==> config.mk <==
export PLATFORM = sky130hd
export DESIGN_NAME = mult_div_ctrl
export DESIGN_NICKNAME = d
export VERILOG_FILES = /design/src/rtl/mult_div_ctrl.sv
export SDC_FILE = /design/constraint.sdc
export NUM_CORES = 1
export LEC_CHECK = 0
export ABC_AREA = 1
export ABC_CLOCK_PERIOD_IN_PS = 3560
export CAP_MARGIN = 0
export CORE_UTILIZATION = 44
export CTS_CLUSTER_SIZE = 12
export DETAILED_ROUTE_END_ITERATION = 10
export GPL_ROUTABILITY_DRIVEN = 1
export PLACE_DENSITY = 0.67
export SYNTH_ARGS = -nofsm -noshare
export SYNTH_HDL_FRONTEND = slang
export SYNTH_SLANG_ARGS = --single-unit
==> constraint.sdc <==
create_clock -name clk -period 3.56 [get_ports clk]
set_input_delay 0.712 -clock clk [delete_from_list [all_inputs] [get_ports clk]]
set_output_delay 0.712 -clock clk [all_outputs]
set_load 0.1 [all_outputs]
==> src/rtl/mult_div_ctrl.sv <==
// mult_div_ctrl: iterative multiply/divide controller.
// Multiply is shift-add, divide is restoring division, both one bit per cycle
// over DATA_W iterations, result presented on hi/lo with a one-cycle done pulse.
// Optional feature: define MULT_DIV_SIGNED_EN to treat a/b as two's complement
// (magnitudes are iterated, signs are applied to the final result).
module mult_div_ctrl #(
  parameter int DATA_W = 32
) (
  input  logic              clk,
  input  logic              reset,
  input  logic              start_mult,
  input  logic              start_div,
  input  logic [DATA_W-1:0] a,
  input  logic [DATA_W-1:0] b,
  output logic [DATA_W-1:0] hi,
  output logic [DATA_W-1:0] lo,
  output logic              busy,
  output logic              done,
  output logic              div_zero,
  output logic              MDControl
);

  localparam logic [1:0] S_IDLE = 2'd0;
  localparam logic [1:0] S_MULT = 2'd1;
  localparam logic [1:0] S_DIV  = 2'd2;
  localparam logic [1:0] S_DONE = 2'd3;

  localparam logic [5:0] ITER = 6'(DATA_W);

  logic [1:0]        state;
  logic [5:0]        count;
  // work_hi: partial product upper word / partial remainder
  // work_lo: multiplier being shifted out / dividend shifting into quotient
  logic [DATA_W-1:0] work_hi;
  logic [DATA_W-1:0] work_lo;
  logic [DATA_W-1:0] opnd;

  logic [DATA_W-1:0] a_mag;
  logic [DATA_W-1:0] b_mag;
  logic [DATA_W:0]   mul_sum;
  logic [DATA_W:0]   div_shift;
  logic [DATA_W:0]   div_trial;
  logic              div_ge;
  logic [DATA_W-1:0] step_hi;
  logic [DATA_W-1:0] step_lo;
  logic [DATA_W-1:0] res_hi;
  logic [DATA_W-1:0] res_lo;
  logic              last_iter;
  logic              div_by_zero;

`ifdef MULT_DIV_SIGNED_EN
  logic sign_a;
  logic sign_b;

  assign a_mag = a[DATA_W-1] ? -a : a;
  assign b_mag = b[DATA_W-1] ? -b : b;
`else
  assign a_mag = a;
  assign b_mag = b;
`endif

  assign busy        = (state == S_MULT) || (state == S_DIV);
  assign done        = (state == S_DONE);
  assign last_iter   = (count == 6'd1);
  assign div_by_zero = (opnd == '0);

  // One iteration step of either algorithm plus the final (sign-corrected) result.
  always_comb begin
    // NOTE: every variable gets a default at the top so no path can infer a latch.
    mul_sum   = {1'b0, work_hi} + (work_lo[0] ? {1'b0, opnd} : '0);
    div_shift = {work_hi, work_lo[DATA_W-1]};
    div_trial = div_shift - {1'b0, opnd};
    // Partial remainder is always below the divisor, so the top bit is a clean borrow flag.
    div_ge    = ~div_trial[DATA_W];

    if (state == S_MULT) begin
      step_hi = mul_sum[DATA_W:1];
      step_lo = {mul_sum[0], work_lo[DATA_W-1:1]};
    end else begin
      step_hi = div_ge ? div_trial[DATA_W-1:0] : div_shift[DATA_W-1:0];
      step_lo = {work_lo[DATA_W-2:0], div_ge};
    end

    res_hi = step_hi;
    res_lo = step_lo;
    if (state == S_DIV && div_by_zero) begin
      // Divide by zero: remainder reports the dividend, quotient saturates to all ones.
      res_hi = work_lo;
      res_lo = '1;
    end

`ifdef MULT_DIV_SIGNED_EN
    if (state == S_MULT) begin
      if (sign_a ^ sign_b) {res_hi, res_lo} = -{step_hi, step_lo};
    end else if (div_by_zero) begin
      if (sign_a) res_hi = -work_lo;
    end else begin
      if (sign_a ^ sign_b) res_lo = -step_lo;
      if (sign_a)          res_hi = -step_hi;
    end
`endif
  end

  // Control FSM, iteration datapath and registered result outputs.
  always_ff @(posedge clk) begin
    // NOTE: sequential state uses non-blocking assignments so all registers update together.
    if (reset) begin
      // NOTE: the working registers are cleared too, so a discarded operation leaves nothing behind.
      state     <= S_IDLE;
      count     <= '0;
      work_hi   <= '0;
      work_lo   <= '0;
      opnd      <= '0;
      hi        <= '0;
      lo        <= '0;
      div_zero  <= 1'b0;
      MDControl <= 1'b0;
`ifdef MULT_DIV_SIGNED_EN
      sign_a    <= 1'b0;
      sign_b    <= 1'b0;
`endif
    end else begin
      case (state)
        S_IDLE: begin
          if (start_mult || start_div) begin
            // start_mult wins a collision; the divide request is dropped.
            state     <= start_mult ? S_MULT : S_DIV;
            MDControl <= ~start_mult;
            div_zero  <= 1'b0;
            count     <= ITER;
            work_hi   <= '0;
            work_lo   <= a_mag;
            opnd      <= b_mag;
`ifdef MULT_DIV_SIGNED_EN
            sign_a    <= a[DATA_W-1];
            sign_b    <= b[DATA_W-1];
`endif
          end
        end

        S_MULT: begin
          work_hi <= step_hi;
          work_lo <= step_lo;
          count   <= count - 6'd1;
          if (last_iter) begin
            hi    <= res_hi;
            lo    <= res_lo;
            state <= S_DONE;
          end
        end

        S_DIV: begin
          if (div_by_zero) begin
            hi       <= res_hi;
            lo       <= res_lo;
            div_zero <= 1'b1;
            count    <= '0;
            state    <= S_DONE;
          end else begin
            work_hi <= step_hi;
            work_lo <= step_lo;
            count   <= count - 6'd1;
            if (last_iter) begin
              hi    <= res_hi;
              lo    <= res_lo;
              state <= S_DONE;
            end
          end
        end

        S_DONE: state <= S_IDLE;

        default: state <= S_IDLE;
      endcase
    end
  end

endmodule
# == After elaboration in Yosys (flattened, before gate mapping) ==
# Cells that the tools add are included.
# word_totals
register_bits,170
input_bits,68
out_inout_bits,68
wordCells,62
# op_classes
n_addsub,3
n_eq_ne,7
n_mux,29
n_bitwise,2
n_reduce_logical,12
# op_table
operator,count
$mux W32,14
$pmux W32 S3,2
$pmux W32 S2,2
$add A32 B32 Y33,1
$sub A33 B32 Y33,1
$logic_not A32 Y1,1
$pmux W6 S3,1
$mux W6,2
$mux W2,4
$pmux W2 S4,1
$eq A6 B1 Y1 const B,1
$ne A2 B2 Y1 const B,3
$reduce_and A3 Y1,2
$sub A6 B1 Y6 const B,1
$eq A2 B2 Y1 const B,2
$reduce_and A2 Y1,2
$reduce_bool A2 Y1,2
$reduce_bool A3 Y1,1
$eq A2 B1 Y1 const B,1
$logic_not A2 Y1,1
$logic_or A1 B1 Y1,2
$mux W1,2
$not A1 Y1,2
$pmux W1 S2,1
$logic_and A1 B1 Y1,1

# == Depth between registers and ports, before layout ==
# logic_depth
ltp_word,7
depth_mapped,21
mapped_depth_nobuf,21

# == Least setup slack after synthesis ==
# Ideal clock, no wire load.
# synth_path
kind,reg2reg
start,reg state[0]
end,reg work_hi[28]
setup_ps,70
t_arrival_ps,2404
required_ps,3490
setup_slack_ps,1086
path_stages_with_launch,9
n_path_buf,2
synth_period_minus_slack_ps,2474
cell_sequence,dfxtp_1 -> inv_1 -> ha_1 -> inv_1 -> clkbuf_1 -> nor2_1 -> clkbuf_1 -> nand3_1 -> a21oi_1
# synth_via
elab_chain_cells,4
word_cells_on_any_way,10
classes_between,eq/ne (4); mux (3); reduce/logical (3)
# synth_lines
item,line_no,text
"start, declared",30,logic [1:0] state;
"start signal, assigned",127,state <= start_mult ? S_MULT : S_DIV;
$eq A2 B1 Y1,"76, 123",
$mux W32,76,if (state == S_MULT) begin
$mux W32,153,if (div_by_zero) begin
$pmux W32 S3,123,case (state)
"end signal, assigned",142,work_hi <= step_hi;
"end signal, assigned",160,work_hi <= step_hi;
"end, declared",34,logic [DATA_W-1:0] work_hi;
# Several ways; a longest one is shown, not always the timed one. The select of a mux whose other input is x is not followed.
# A chain may end at the register's enable or synchronous reset.

# == Worst setup path after layout ==
# layout_path
start,reg opnd[0]
end,reg hi[25]
# layout_via
elab_chain_cells,7
word_cells_on_any_way,11
classes_between,add/sub (2); mux (7); reduce/logical (2)
# layout_lines
item,line_no,text
"start, declared",36,logic [DATA_W-1:0] opnd;
"start signal, assigned",133,opnd <= b_mag;
$sub A33 B32 Y33 or $mux W32 (tied branches),"72, 70",
$mux W32 or $add A32 B32 Y33 (tied branches),"80, 70",
$mux W32,76,
$mux W32,86,if (state == S_DIV && div_by_zero) begin
$mux W32,"145, 163",
$mux W32,153,
$pmux W32 S2 (*),123,
"end signal, assigned",146,hi <= res_hi;
"end signal, assigned",154,hi <= res_hi;
"end signal, assigned",164,hi <= res_hi;
"end, declared",15,"output logic [DATA_W-1:0] hi,"
# Mark *: on every way between the ends. The rest lies on a longest branch, timed or not.

==> flow_summary.yaml <==
outcome:
  status: "complete, no violations"
sta:
  max_slew_margin: 0.307
  tns_ps: 0
  drv_slew: 0
  setup_viol_count_final: 0
  fin_skew_ps: 17.8
  rsz0062_at_grt: "no"
  fmax_mhz: 330
  period_share: 0.851
  min_period_ps: 3030
  finalHoldViolations: 0
  worst_pin_slew_ps: 1040
run:
  max_cap_violations: 0
clock_tree:
  numCtsBuffers: 17
  clk_pin_slew_ps: 90
  cts_buffer_depth: 2
  cts_root_buf: "clkbuf_16"
  postCtsSetupBuffers: 0
  clk_latency_ps: 450
  cts_hold_buffers: 0
  h-tree-depth: 4
  cts_resized: 0
  cts_sinks: 170
  cts_tree: "done"
power_and_ir_drop:
  ir_worst_vdd_v: 0.000684
  fin_total_pwr_mw: 8.67
  power_leakage_nw: 6.88
  powerDensity_mw_per_mm2: 583
floorplan:
  rows: 61
  die_h_um: 171
  core_area_sq_mm: 0.0280
  dieWidth_um: 171
  dieArea_sq_mm: 0.0293
  initial_core_util: 0.450
  num_io_pins: 136
routing:
  dr.pass1.iters: 8
  vias: 13900
  drt-met1-wl_mm: 21.2
  postRouteAntennaNets: 0
  wl_met3_mm: 3.18
  drc: 0
  drt-vias-per-instance: 5.51
  drt_iter0_markers: 1434
  wl_met2_mm: 20.3
  wire_per_inst_um: 18.1
  totalWireLength_mm: 45.9
  top_layer: "met4"
cells_and_area:
  fill_cells: 2921
  final-instance-count-excl-fill: 2529
  layout_common_cells: "nand2_1, inv_1, o21ai_0"
  drive_gt1_frac: 0.0502
  final_common_cell: "nand2_1"
  antennaDiodeCount: 0
  fin_nets: 2278
  area.growth.synth_to_final_pct: 17.9
global_route:
  antenna_found_initial: 0
  grt_usage: 0.316
  grt_pass1_vias: 12900
  grt_pass1_wl_mm: 71.2
  grt_max_degree: 95
  gr-total-overflow: 0
placed_design:
  portBuffers: 135
  post-dp-hpwl_mm: 34.2
  placedCellCount: 2497
  place_congestion: 0.995
setup_path:
  worstPathArrival_ps: 3410
  critPathRequiredTime_ps: 3940
  r2r_setup_slack_ps: 530
  crit_type: "reg2reg"
  start_kind: "flip-flop"
  cp-end-kind: "flip-flop"
  path_max_fanout: 4
synth:
  ys_ff_latch: 170
  synth.cell_area_sq_mm: 0.0126
  yosys-mux-area-fraction: 0
  syn_avg_cell_area_sq_um: 6.12
  yosysSeqAreaShare: 0.270
  synth_top_family_by_area: "simple AND/OR/NAND/NOR gates"
  synth_cells: 2058
  synth_xor_area_frac: 0.0174
  syn-num-nets: 2198
  yosysWarnings: 0
  synth_compound_area_frac: 0.239
  synthAdderAreaFrac: 0.0727
  yosysUniqueCellTypes: 49
  synth-simple-area-share: 0.290
hold_path:
  hold_path_class: "reg2reg"
==> where the power goes <==
part	leakage [nW]	switching (mW)	internal (mW)
registers	1.39	0.290	2.19
logic	5.19	2.98	1.17
clock network	0.301	1.07	0.979
total	6.88	4.34	4.33
==> sequential cells by signal, indices dropped and copies added, names as in the netlist <==
| name | cells |
|---|---|
| MDControl | 1 |
| count | 6 |
| div_zero | 1 |
| hi | 32 |
| lo | 32 |
| opnd | 32 |
| state | 2 |
| work_hi | 32 |
| work_lo | 32 |
==> worst max-delay path, stage by stage (launching register included) <==
cell and delay [ps]:
dfxtp_1 400, nand2_1 90, inv_1 40, ha_1 230, fa_1 450, nand2_1 90
nand2_1 60, o21ai_1 200, o21ai_1 210, nand2_1 100, nand2_1 170, nand2_1 110
nand2_1 80, nand2_1 80, nand2_1 60, nand2_1 60, nand2_1 50, o21ai_1 250
nand2_1 110, a21oi_1 130
==> routing by layer <==
layer,global-route usage,up-vias
met2,0.503,518
met5,0,-
met1,0.440,6458
met4,0.102,0
met3,0.0400,69
li1,-,6888
==> synthesized netlist by cell type (all sizes together) <==
library cell | number | area share
nor3b | 1 | 0.00060
dfxtp | 170 | 0.27
clkbuf | 81 | 0.024
nand3b | 7 | 0.0042
o221ai | 1 | 0.00069
and2 | 2 | 0.00099
nor2 | 96 | 0.029
xnor2 | 10 | 0.0069
o21a | 21 | 0.013
o311ai | 1 | 0.00069
o211ai | 6 | 0.0036
nand4 | 10 | 0.0050
nand2b | 1 | 0.00050
nand3 | 82 | 0.034
nor4 | 10 | 0.0050
xor2 | 15 | 0.010
a211oi | 1 | 0.00060
inv | 262 | 0.078
o21bai | 23 | 0.014
ha | 70 | 0.069
o21ai | 224 | 0.090
o2111a | 1 | 0.00089
and3 | 2 | 0.00099
a21o | 7 | 0.0042
o22ai | 1 | 0.00050
buf | 15 | 0.0079
a31oi | 69 | 0.034
nand2 | 658 | 0.20
clkinv | 1 | 0.00030
a21oi | 189 | 0.078
or2 | 4 | 0.0020
nor3 | 15 | 0.0064
fa | 2 | 0.0032
==> final cells by class <==
| type | count | area, sq um | share of cell area |
|---|---|---|---|
| inverter | 263 | 987 | 0.0664 |
| tap | 378 | 473 | 0.0318 |
| multi-input combinational | 1529 | 7830 | 0.527 |
| timing repair buffer | 157 | 1540 | 0.104 |
| clock buffer | 17 | 425 | 0.0286 |
| clock inverter | 15 | 208 | 0.0140 |
| sequential | 170 | 3400 | 0.229 |
==> cells by family (layout without fill, tap and decap cells) <==
| logic type | Yosys count | in the layout |
|---|---|---|
| flip-flops | 170 | 170 |
| buffers and inverters | 359 | 452 |
| adder cells (fa/ha/maj) | 72 | 72 |
| AND/OR/NAND/NOR | 888 | 888 |
| XOR/XNOR | 25 | 25 |
| AO/OA/AOI/OAI | 544 | 544 |
==> worst paths after layout <==
check,to,start,depth (start not counted)
hold / removal,div_zero,div_zero,2
setup / recovery,hi[25],opnd[0],19
hold reg to reg,div_zero,div_zero,2
setup reg to reg,hi[25],opnd[0],19
==> through the flow <==
| step | hold WS [ps] | worst slack (ps) | utilization | cell area (sq um) |
|---|---|---|---|---|
| after floorplan | 454 | 1090 | - | 12600 |
| after global placement | 464 | 586 | 0.508 | 14200 |
| after detailed placement | 465 | 570 | 0.508 | 14200 |
| after CTS | 481 | 538 | 0.531 | 14900 |
| after global routing | 507 | 328 | 0.531 | 14900 |
| final | 485 | 530 | 0.531 | 14900 |
Note: power is estimated with default switching activity, not from simulation.
